File: config.mk
export PLATFORM = sky130hd
export DESIGN_NAME = arcade_input
export DESIGN_NICKNAME = d
export VERILOG_FILES = /design/src/rtl/arcade_input_pkg.sv /design/src/rtl/arcade_input_stretch.sv /design/src/rtl/arcade_input.sv
export SDC_FILE = /design/constraint.sdc
export NUM_CORES = 1
export LEC_CHECK = 0
export CORE_MARGIN = 2
export CORE_UTILIZATION = 50
export CTS_CLUSTER_SIZE = 28
export DETAILED_ROUTE_END_ITERATION = 7
export GPL_ROUTABILITY_DRIVEN = 0
export PLACE_DENSITY = 0.91
export REMOVE_ABC_BUFFERS = 1
export SLEW_MARGIN = 0
export SYNTH_ARGS = -nofsm -noshare
export SYNTH_HDL_FRONTEND = slang
export SYNTH_SLANG_ARGS = --single-unit
File: constraint.sdc
create_clock -name clk -period 2.9 [get_ports clk]
set_input_delay 0.58 -clock clk [delete_from_list [all_inputs] [get_ports clk]]
set_output_delay 0.58 -clock clk [all_outputs]
set_load 0.05 [all_outputs]
File: src/rtl/arcade_input_pkg.sv
`default_nettype none
// ============================================================================
// Module   : arcade_input_pkg
// Purpose  : Shared types and the PS/2 key map for the arcade input front end.
//            Scancodes are PS/2 set 2. The key map holds 9-bit {extended, code}
//            values, so E0-prefixed keys are separate entries.
// Contents : func_e         - input function encoding (directions, buttons,
//                              start, coin, pause)
//            keymap_entry_t - one {code, player, func} mapping
//            KEYMAP_LEN     - number of key map entries
//            KEYMAP         - default map: P1 arrows(E0)/LCtrl/LAlt/Space/1/5,
//                              P2 R/F/D/G/A/S/Q/2/6, P = pause for all players
// Revision : 1.0 - initial release
// ============================================================================
package arcade_input_pkg;

  typedef enum logic [3:0] {
    F_RIGHT = 4'd0,
    F_LEFT  = 4'd1,
    F_DOWN  = 4'd2,
    F_UP    = 4'd3,
    F_BTN0  = 4'd4,
    F_BTN1  = 4'd5,
    F_BTN2  = 4'd6,
    F_BTN3  = 4'd7,
    F_BTN4  = 4'd8,
    F_BTN5  = 4'd9,
    F_START = 4'd10,
    F_COIN  = 4'd11,
    F_PAUSE = 4'd12
  } func_e;

  typedef struct packed {
    logic [8:0] code;
    logic [1:0] player;
    logic [3:0] func;
  } keymap_entry_t;

  localparam int KEYMAP_LEN = 22;

  localparam keymap_entry_t KEYMAP [KEYMAP_LEN] = '{
    // Player 1
    '{9'h175, 2'd0, F_UP},
    '{9'h172, 2'd0, F_DOWN},
    '{9'h16B, 2'd0, F_LEFT},
    '{9'h174, 2'd0, F_RIGHT},
    '{9'h014, 2'd0, F_BTN0},   // LCtrl
    '{9'h011, 2'd0, F_BTN1},   // LAlt
    '{9'h029, 2'd0, F_BTN2},   // Space
    '{9'h016, 2'd0, F_START},  // 1
    '{9'h02E, 2'd0, F_COIN},   // 5
    // Player 2
    '{9'h02D, 2'd1, F_UP},     // R
    '{9'h02B, 2'd1, F_DOWN},   // F
    '{9'h023, 2'd1, F_LEFT},   // D
    '{9'h034, 2'd1, F_RIGHT},  // G
    '{9'h01C, 2'd1, F_BTN0},   // A
    '{9'h01B, 2'd1, F_BTN1},   // S
    '{9'h015, 2'd1, F_BTN2},   // Q
    '{9'h01E, 2'd1, F_START},  // 2
    '{9'h036, 2'd1, F_COIN},   // 6
    // P pauses every player; entries for absent players are never matched
    '{9'h04D, 2'd0, F_PAUSE},
    '{9'h04D, 2'd1, F_PAUSE},
    '{9'h04D, 2'd2, F_PAUSE},
    '{9'h04D, 2'd3, F_PAUSE}
  };

endpackage
`default_nettype wire

File: src/rtl/arcade_input_stretch.sv
`default_nettype none
// ============================================================================
// Module   : arcade_input_stretch
// Purpose  : Coin pulse stretcher. A rising edge of the raw coin input loads
//            the counter with COIN_PULSE-1. The registered output is
//            raw | (cnt != 0), which keeps it high for at least COIN_PULSE
//            cycles. A new edge while counting reloads the counter.
//            COIN_PULSE = 0 gives a plain registered pass-through.
// Ports    : clk     in  system clock
//            reset_n in  async active-low reset
//            raw     in  merged coin request
//            coin    out stretched, registered coin
// Revision : 1.0 - initial release
// ============================================================================
module arcade_input_stretch #(
  parameter int COIN_PULSE = 960000
) (
  input  logic clk,
  input  logic reset_n,
  input  logic raw,
  output logic coin
);

  generate
    if (COIN_PULSE == 0) begin : g_passthrough
      logic r_coin;
      always_ff @(posedge clk or negedge reset_n) begin
        if (!reset_n) r_coin <= 1'b0;
        else          r_coin <= raw;
      end
      assign coin = r_coin;
    end else begin : g_stretch
      localparam int CW = (COIN_PULSE > 1) ? $clog2(COIN_PULSE) : 1;
      logic          r_prev;
      logic          r_coin;
      logic [CW-1:0] r_cnt;
      logic          w_rise;

      assign w_rise = raw & ~r_prev;

      always_ff @(posedge clk or negedge reset_n) begin
        if (!reset_n) begin
          r_prev <= 1'b0;
          r_coin <= 1'b0;
          r_cnt  <= '0;
        end else begin
          r_prev <= raw;
          // Uses the count before this edge, so the edge cycle plus
          // COIN_PULSE-1 countdown cycles give COIN_PULSE high cycles.
          r_coin <= raw | (r_cnt != '0);
          if (w_rise)              r_cnt <= CW'(COIN_PULSE - 1);
          else if (r_cnt != '0)    r_cnt <= r_cnt - 1'b1;
        end
      end
      assign coin = r_coin;
    end
  endgenerate

endmodule
`default_nettype wire

File: src/rtl/arcade_input.sv
`default_nettype none
// ============================================================================
// Module   : arcade_input
// Purpose  : Player input front end for arcade cores. Decodes PS/2 key events
//            through KEYMAP and ORs them with HPS joystick vectors. Adds
//            optional SOCD cleaning, coin stretching, ioctl-loaded DIP bytes
//            and game index capture. All outputs are registered.
// Config   : ARCADE_INPUT_AUTOFIRE_EN - adds the autofire_mask port and the
//            AUTOFIRE_DIV parameter. Masked buttons are gated by a free-running
//            phase.
// Ports    : clk, reset_n       clock, async active-low reset
//            ps2_key[10:0]      {toggle, pressed, extended, scancode}
//            joystick           per player JW = 7+NB bits: R,L,D,U,btns,start,
//                               coin,pause
//            socd_en            cancel opposing directions
//            ioctl_wr/index/addr/data  download port (DIPs, game index)
//            autofire_mask      (autofire builds only) per-button enable
//            dirs               per player {up,down,right,left}
//            buttons/start/coin per player
//            pause              OR over players
//            dip                DIP bytes, bank 0 in [7:0]
//            game_index         low nibble of a write to ioctl_index 1
// Revision : 1.0 - initial release
// ============================================================================
module arcade_input
  import arcade_input_pkg::*;
#(
  parameter int NUM_PLAYERS  = 2,
  parameter int NUM_BUTTONS  = 3,
  parameter int DIP_BANKS    = 8,
  parameter int DIP_INDEX    = 254,
  parameter int COIN_PULSE   = 960000
`ifdef ARCADE_INPUT_AUTOFIRE_EN
  ,
  parameter int AUTOFIRE_DIV = 1600000
`endif
) (
  input  logic                               clk,
  input  logic                               reset_n,
  input  logic [10:0]                        ps2_key,
  input  logic [NUM_PLAYERS*(7+NUM_BUTTONS)-1:0] joystick,
  input  logic                               socd_en,
  input  logic                               ioctl_wr,
  input  logic [7:0]                         ioctl_index,
  input  logic [24:0]                        ioctl_addr,
  input  logic [7:0]                         ioctl_data,
`ifdef ARCADE_INPUT_AUTOFIRE_EN
  input  logic [NUM_PLAYERS*NUM_BUTTONS-1:0] autofire_mask,
`endif
  output logic [NUM_PLAYERS*4-1:0]           dirs,
  output logic [NUM_PLAYERS*NUM_BUTTONS-1:0] buttons,
  output logic [NUM_PLAYERS-1:0]             start,
  output logic [NUM_PLAYERS-1:0]             coin,
  output logic                               pause,
  output logic [DIP_BANKS*8-1:0]             dip,
  output logic [3:0]                         game_index
);

  localparam int NB = NUM_BUTTONS;
  localparam int JW = 7 + NUM_BUTTONS;

  // Key state uses the joystick bit layout, so the merge is a plain OR.
  // A function maps to the same bit as its joystick input. Buttons beyond
  // NB have no bit.
  function automatic logic [JW-1:0] key_mask(input logic [3:0] f);
    key_mask = '0;
    if (f <= 4'(F_UP))
      key_mask = JW'(1) << int'(f);
    else if (f < 4'(F_START)) begin
      if (int'(f) - int'(F_BTN0) < NB) key_mask = JW'(1) << int'(f);
    end else if (f <= 4'(F_PAUSE))
      key_mask = JW'(1) << (4 + NB + int'(f) - int'(F_START));
  endfunction

  // ---------------------------------------------------------------- PS/2
  logic            r_primed;
  logic            r_old_tgl;
  logic            w_event;
  logic [JW-1:0]   r_key      [NUM_PLAYERS];
  logic [JW-1:0]   w_key_next [NUM_PLAYERS];

  // The first cycle after reset only captures the toggle level. The
  // toggle value at reset release therefore never looks like an event.
  assign w_event = r_primed && (r_old_tgl != ps2_key[10]);

  always_comb begin
    for (int p = 0; p < NUM_PLAYERS; p++) begin
      w_key_next[p] = r_key[p];
      for (int k = 0; k < KEYMAP_LEN; k++) begin
        if (w_event && KEYMAP[k].code == ps2_key[8:0] &&
            KEYMAP[k].player == 2'(p)) begin
          if (ps2_key[9]) w_key_next[p] = w_key_next[p] |  key_mask(KEYMAP[k].func);
          else            w_key_next[p] = w_key_next[p] & ~key_mask(KEYMAP[k].func);
        end
      end
    end
  end

  always_ff @(posedge clk or negedge reset_n) begin
    if (!reset_n) begin
      r_primed  <= 1'b0;
      r_old_tgl <= 1'b0;
      for (int p = 0; p < NUM_PLAYERS; p++) r_key[p] <= '0;
    end else begin
      r_primed  <= 1'b1;
      r_old_tgl <= ps2_key[10];
      for (int p = 0; p < NUM_PLAYERS; p++) r_key[p] <= w_key_next[p];
    end
  end

  // ---------------------------------------------------------- merge/SOCD
  logic [NUM_PLAYERS*4-1:0]  w_dirs;
  logic [NUM_PLAYERS*NB-1:0] w_btns;
  logic [NUM_PLAYERS-1:0]    w_start;
  logic [NUM_PLAYERS-1:0]    w_coin;
  logic [NUM_PLAYERS-1:0]    w_pause;

  generate
    for (genvar p = 0; p < NUM_PLAYERS; p++) begin : g_player
      logic [JW-1:0] w_raw;
      logic          w_ud_kill;
      logic          w_lr_kill;

      assign w_raw     = r_key[p] | joystick[p*JW +: JW];
      assign w_ud_kill = socd_en & w_raw[3] & w_raw[2];
      assign w_lr_kill = socd_en & w_raw[1] & w_raw[0];

      // Output order is {up, down, right, left}.
      assign w_dirs[p*4 +: 4] = {w_raw[3] & ~w_ud_kill,
                                 w_raw[2] & ~w_ud_kill,
                                 w_raw[0] & ~w_lr_kill,
                                 w_raw[1] & ~w_lr_kill};
      assign w_btns[p*NB +: NB] = w_raw[4 +: NB];
      assign w_start[p]         = w_raw[4 + NB];
      assign w_coin[p]          = w_raw[5 + NB];
      assign w_pause[p]         = w_raw[6 + NB];

      arcade_input_stretch #(
        .COIN_PULSE (COIN_PULSE)
      ) u_stretch (
        .clk     (clk),
        .reset_n (reset_n),
        .raw     (w_coin[p]),
        .coin    (coin[p])
      );
    end
  endgenerate

  // ------------------------------------------------------------ autofire
  logic [NUM_PLAYERS*NB-1:0] w_btns_fire;

`ifdef ARCADE_INPUT_AUTOFIRE_EN
  localparam int AFW = (AUTOFIRE_DIV > 1) ? $clog2(AUTOFIRE_DIV) : 1;
  logic [AFW-1:0] r_af_cnt;
  logic           r_af_phase;

  always_ff @(posedge clk or negedge reset_n) begin
    if (!reset_n) begin
      r_af_cnt   <= '0;
      r_af_phase <= 1'b0;
    end else if (r_af_cnt == AFW'(AUTOFIRE_DIV - 1)) begin
      r_af_cnt   <= '0;
      r_af_phase <= ~r_af_phase;
    end else begin
      r_af_cnt   <= r_af_cnt + 1'b1;
    end
  end

  assign w_btns_fire = w_btns & ({(NUM_PLAYERS*NB){r_af_phase}} | ~autofire_mask);
`else
  assign w_btns_fire = w_btns;
`endif

  // ------------------------------------------------------- output stage
  logic [NUM_PLAYERS*4-1:0]  r_dirs;
  logic [NUM_PLAYERS*NB-1:0] r_btns;
  logic [NUM_PLAYERS-1:0]    r_start;
  logic                      r_pause;

  always_ff @(posedge clk or negedge reset_n) begin
    if (!reset_n) begin
      r_dirs  <= '0;
      r_btns  <= '0;
      r_start <= '0;
      r_pause <= 1'b0;
    end else begin
      r_dirs  <= w_dirs;
      r_btns  <= w_btns_fire;
      r_start <= w_start;
      r_pause <= |w_pause;
    end
  end

  assign dirs    = r_dirs;
  assign buttons = r_btns;
  assign start   = r_start;
  assign pause   = r_pause;

  // ------------------------------------------------------ ioctl download
  logic                   w_dip_wr;
  logic [DIP_BANKS*8-1:0] r_dip;
  logic [3:0]             r_game_index;

  assign w_dip_wr = ioctl_wr && (ioctl_index == 8'(DIP_INDEX));

  always_ff @(posedge clk or negedge reset_n) begin
    if (!reset_n) begin
      r_dip        <= '0;
      r_game_index <= '0;
    end else begin
      // Only addresses that match a bank write, so out-of-range
      // addresses fall through untouched.
      for (int b = 0; b < DIP_BANKS; b++)
        if (w_dip_wr && ioctl_addr == 25'(b)) r_dip[b*8 +: 8] <= ioctl_data;
      if (ioctl_wr && ioctl_index == 8'd1) r_game_index <= ioctl_data[3:0];
    end
  end

  assign dip        = r_dip;
  assign game_index = r_game_index;

endmodule
`default_nettype wire

==> results.txt <==
overall power = 5.01 mW
Initial Utilization = 51.4%
vias in the first global route = 5908
largest net degree at the start of global routing = 65
Placement Setup Slack = -0.357 ns
CORE AREA = 13300 µm²
Synth cell types = 54
Worst Path Required = 3.21 ns
clock-pin slew on the worst setup and hold paths = 0.06 ns
Final ANT Viol Nets = 0
Placed Cells = 913
area leader, netlist = dfrtp_1
run status = completed
CP most frequent cell = or4_1
IO Count = 163
Rows = 42
Syn Std Cell Area = 6830 µm²
endpoints failing setup = 0
HP Class = input port to async pin
arrival time at the worst endpoint = 3.12 ns
Final Max Tran Viols = 0
Bufs on Longest Clock Path = 2
Nets = 836
EDFF count, synth = 0
initial antenna violation count = 0
Final HPWL DP = 13.2 mm
flops & latches, synth = 150
Die Area = 14600 µm²
Gate Count Post-Synth = 569
Final Instance Count excl. Fillers = 945
ys flop type = dfrtp_1
CTS buffer count = 17
Fmax = 356 MHz
Mapped Avg Cell Area = 12.0 µm²
share of Yosys cell area claimed by the top area cell type = 54.9%
Chip Width = 121 µm
final hold vios = 0
crit-path cells = clkdlybuf4s50_1 -> or4_1 -> or4_1 -> buf_4 -> nor4_4 -> buf_6 -> mux2_2
CP Capture Type = register
measured slew at the worst slew-check pin = 0.735 ns
Area Growth Syn to Fin = 37.9%
final wirelength = 18.2 mm
ys async rst share = 100%
Finished Core Util = 70.8%
CP max stage cell = or4_1
Rel. slew slack = 50.8%
DIE HEIGHT = 121 µm
1st-pass router iterations = 5
layout cells sized above 1 = 21.7%
Max-cap violations = 0
type of the worst setup path = input port to register
WL per Instance = 19.3 µm
first-pass GRT wire length = 29.1 mm
H-tree depth = 4
CTS root buf = clkbuf_16
clock skew = 0.00767 ns
static leakage = 3.99 nW
# DRC = 0
setup TNS = 0 ns
max incr delay on CP = 0.54 ns
Clock Latency Late Sink = 0.43 ns
Ys Warns = 0
GRT overflow = 0
initial DRC count = 384
critical path launch point type = input port
Tot GR Track Use = 25.6%
fin crit period = 2.81 ns
CTS tree = built
setup ws final = 0.0879 ns
post-synthesis sequential area ratio = 54.9%
Worst VDD drop = 0.303 mV
setup repair after global routing missed its margin = false
via count = 5614
average vias per placed instance = 5.94
top cells by area, synth = dfrtp_1, mux2_2, or4_1
Max Fanout on Critical Path = 8
# diodes = 0
# port buffers = 162
fin crit share = 97.0%
Clock Sinks = 150
cell area power density = 532 nW/µm²
-- per-stage QoR --
step | hold slack (ns) | area [µm²]
after global routing | 0.174 | 9420
after floorplan | 0.284 | 6740
after CTS | 0.139 | 9420
after global placement | 0.452 | 8790
final | 0.132 | 9420
after detailed placement | 0.461 | 8790
-- power by group --
group | leakage [nW] | total, mW | internal (mW) | switching (mW)
sequential | 1.90 | 2.21 | 2.16 | 0.0581
clock | 0.293 | 2.33 | 1.45 | 0.881
combinational | 1.80 | 0.474 | 0.211 | 0.263
-- synth_stat cells, types with 4 or more instances --
cell / number
dfrtp_1: 150
mux2_2: 79
nor2_1: 32
nand2_1: 22
or4_1: 20
nand3_1: 18
nor3_1: 18
a21oi_1: 17
o21ai_0: 17
or2_2: 15
clkbuf_1: 14
nor4_1: 13
mux2i_1: 12
nand2b_1: 11
o31ai_1: 10
or3_1: 10
and2_1: 9
inv_1: 9
nor2b_1: 9
mux2_4: 8
nand4_1: 8
o21a_1: 8
ha_1: 4
nor4b_1: 4
-- metal layers --
layer	share of wire [%]	wire length [µm]	track usage [%]
met5	0	0	0
met4	3.3	600	12.4
met3	7.9	1440	7.42
met2	51	9220	44.4
met1	38	6930	28.8
-- area by class of cell --
cell class | count | area, µm²
Fill cell | 838 | 3880
Sequential cell | 150 | 3750
Multi-Input combinational cell | 391 | 2960
Timing Repair Buffer | 187 | 1830
Clock buffer | 18 | 429
Tap cell | 176 | 220
Clock inverter | 14 | 199
Inverter | 9 | 33.8
-- layout by cell type (no fill, tap or decap), types with 3 or more instances in the layout --
cell,count
a2111oi_0,3
a211oi_1,3
a21oi_1,17
a31oi_1,3
and2_1,9
and4_1,3
buf_4,23
bufinv_16,4
clkbuf_16,17
clkdlybuf4s50_1,161
clkinv_4,3
clkinvlp_4,4
dfrtp_1,150
ha_1,4
inv_1,9
mux2_2,79
mux2_4,8
mux2i_1,12
nand2_1,22
nand2b_1,11
nand3_1,18
nand3b_1,3
nand4_1,8
nor2_1,32
nor2b_1,9
nor3_1,18
nor4_1,12
nor4_4,3
nor4b_1,4
o21a_1,8
o21ai_0,17
o31ai_1,10
o41ai_1,3
or2_2,15
or3_1,10
or4_1,20
-- state kept, by name (all words and copies together), names as in the netlist, 2 cells and up --
signal                               count
buttons                                  6
g_player.u_stretch.g_stretch.r_prev      2
g_player.u_stretch.coin                  2
dip                                     64
r_key                                   19
game_index                               4
dirs                                     8
g_player.u_stretch.g_stretch.r_cnt      40
start                                    2
-- logic make-up after synthesis --
logic type,count (synthesis),synth area share [%]
XOR/XNOR,1,0.128
flip-flops,150,54.9
multiplexers,99,16.5
buffers and inverters,28,1.87
other,1,0.0549
AND/OR/NAND/NOR,205,17.7
adder cells (fa/ha/maj),4,0.733
AO/OA/AOI/OAI,81,8.02
-- repair_timing --
item	in CTS	in global routing
hold buffers	0	0
endpoints found under the setup margin	0	7
setup buffers	0	0
endpoints found under the hold margin	0	0
resized for setup	0	1
-- path summary, 6_finish.rpt --
kind                                                           from                                   endpoint  slack, ns  cells past startpoint
setup / recovery                                     ioctl_addr[13]                                    dip[38]       0.09                      7
hold / removal                                              reset_n                                    dip[44]       0.13                      1
setup reg to reg           g_player[0].u_stretch.g_stretch.r_cnt[8]  g_player[0].u_stretch.g_stretch.r_cnt[17]       0.46                      4
hold reg to reg                                            r_key[5]                                 buttons[4]       0.47                      1
max in group asynchronous                                   reset_n   g_player[0].u_stretch.g_stretch.r_cnt[5]       1.99                      2
min in group clk                                           r_key[5]                                 buttons[4]       0.47                      1
-- critical path: cells and delay by family --
kind	cells	cell delay, ns
buf+inv	3	0.84
simple gates	3	1.36
mux	1	0.33
Note: power is estimated with default switching activity, not from simulation.
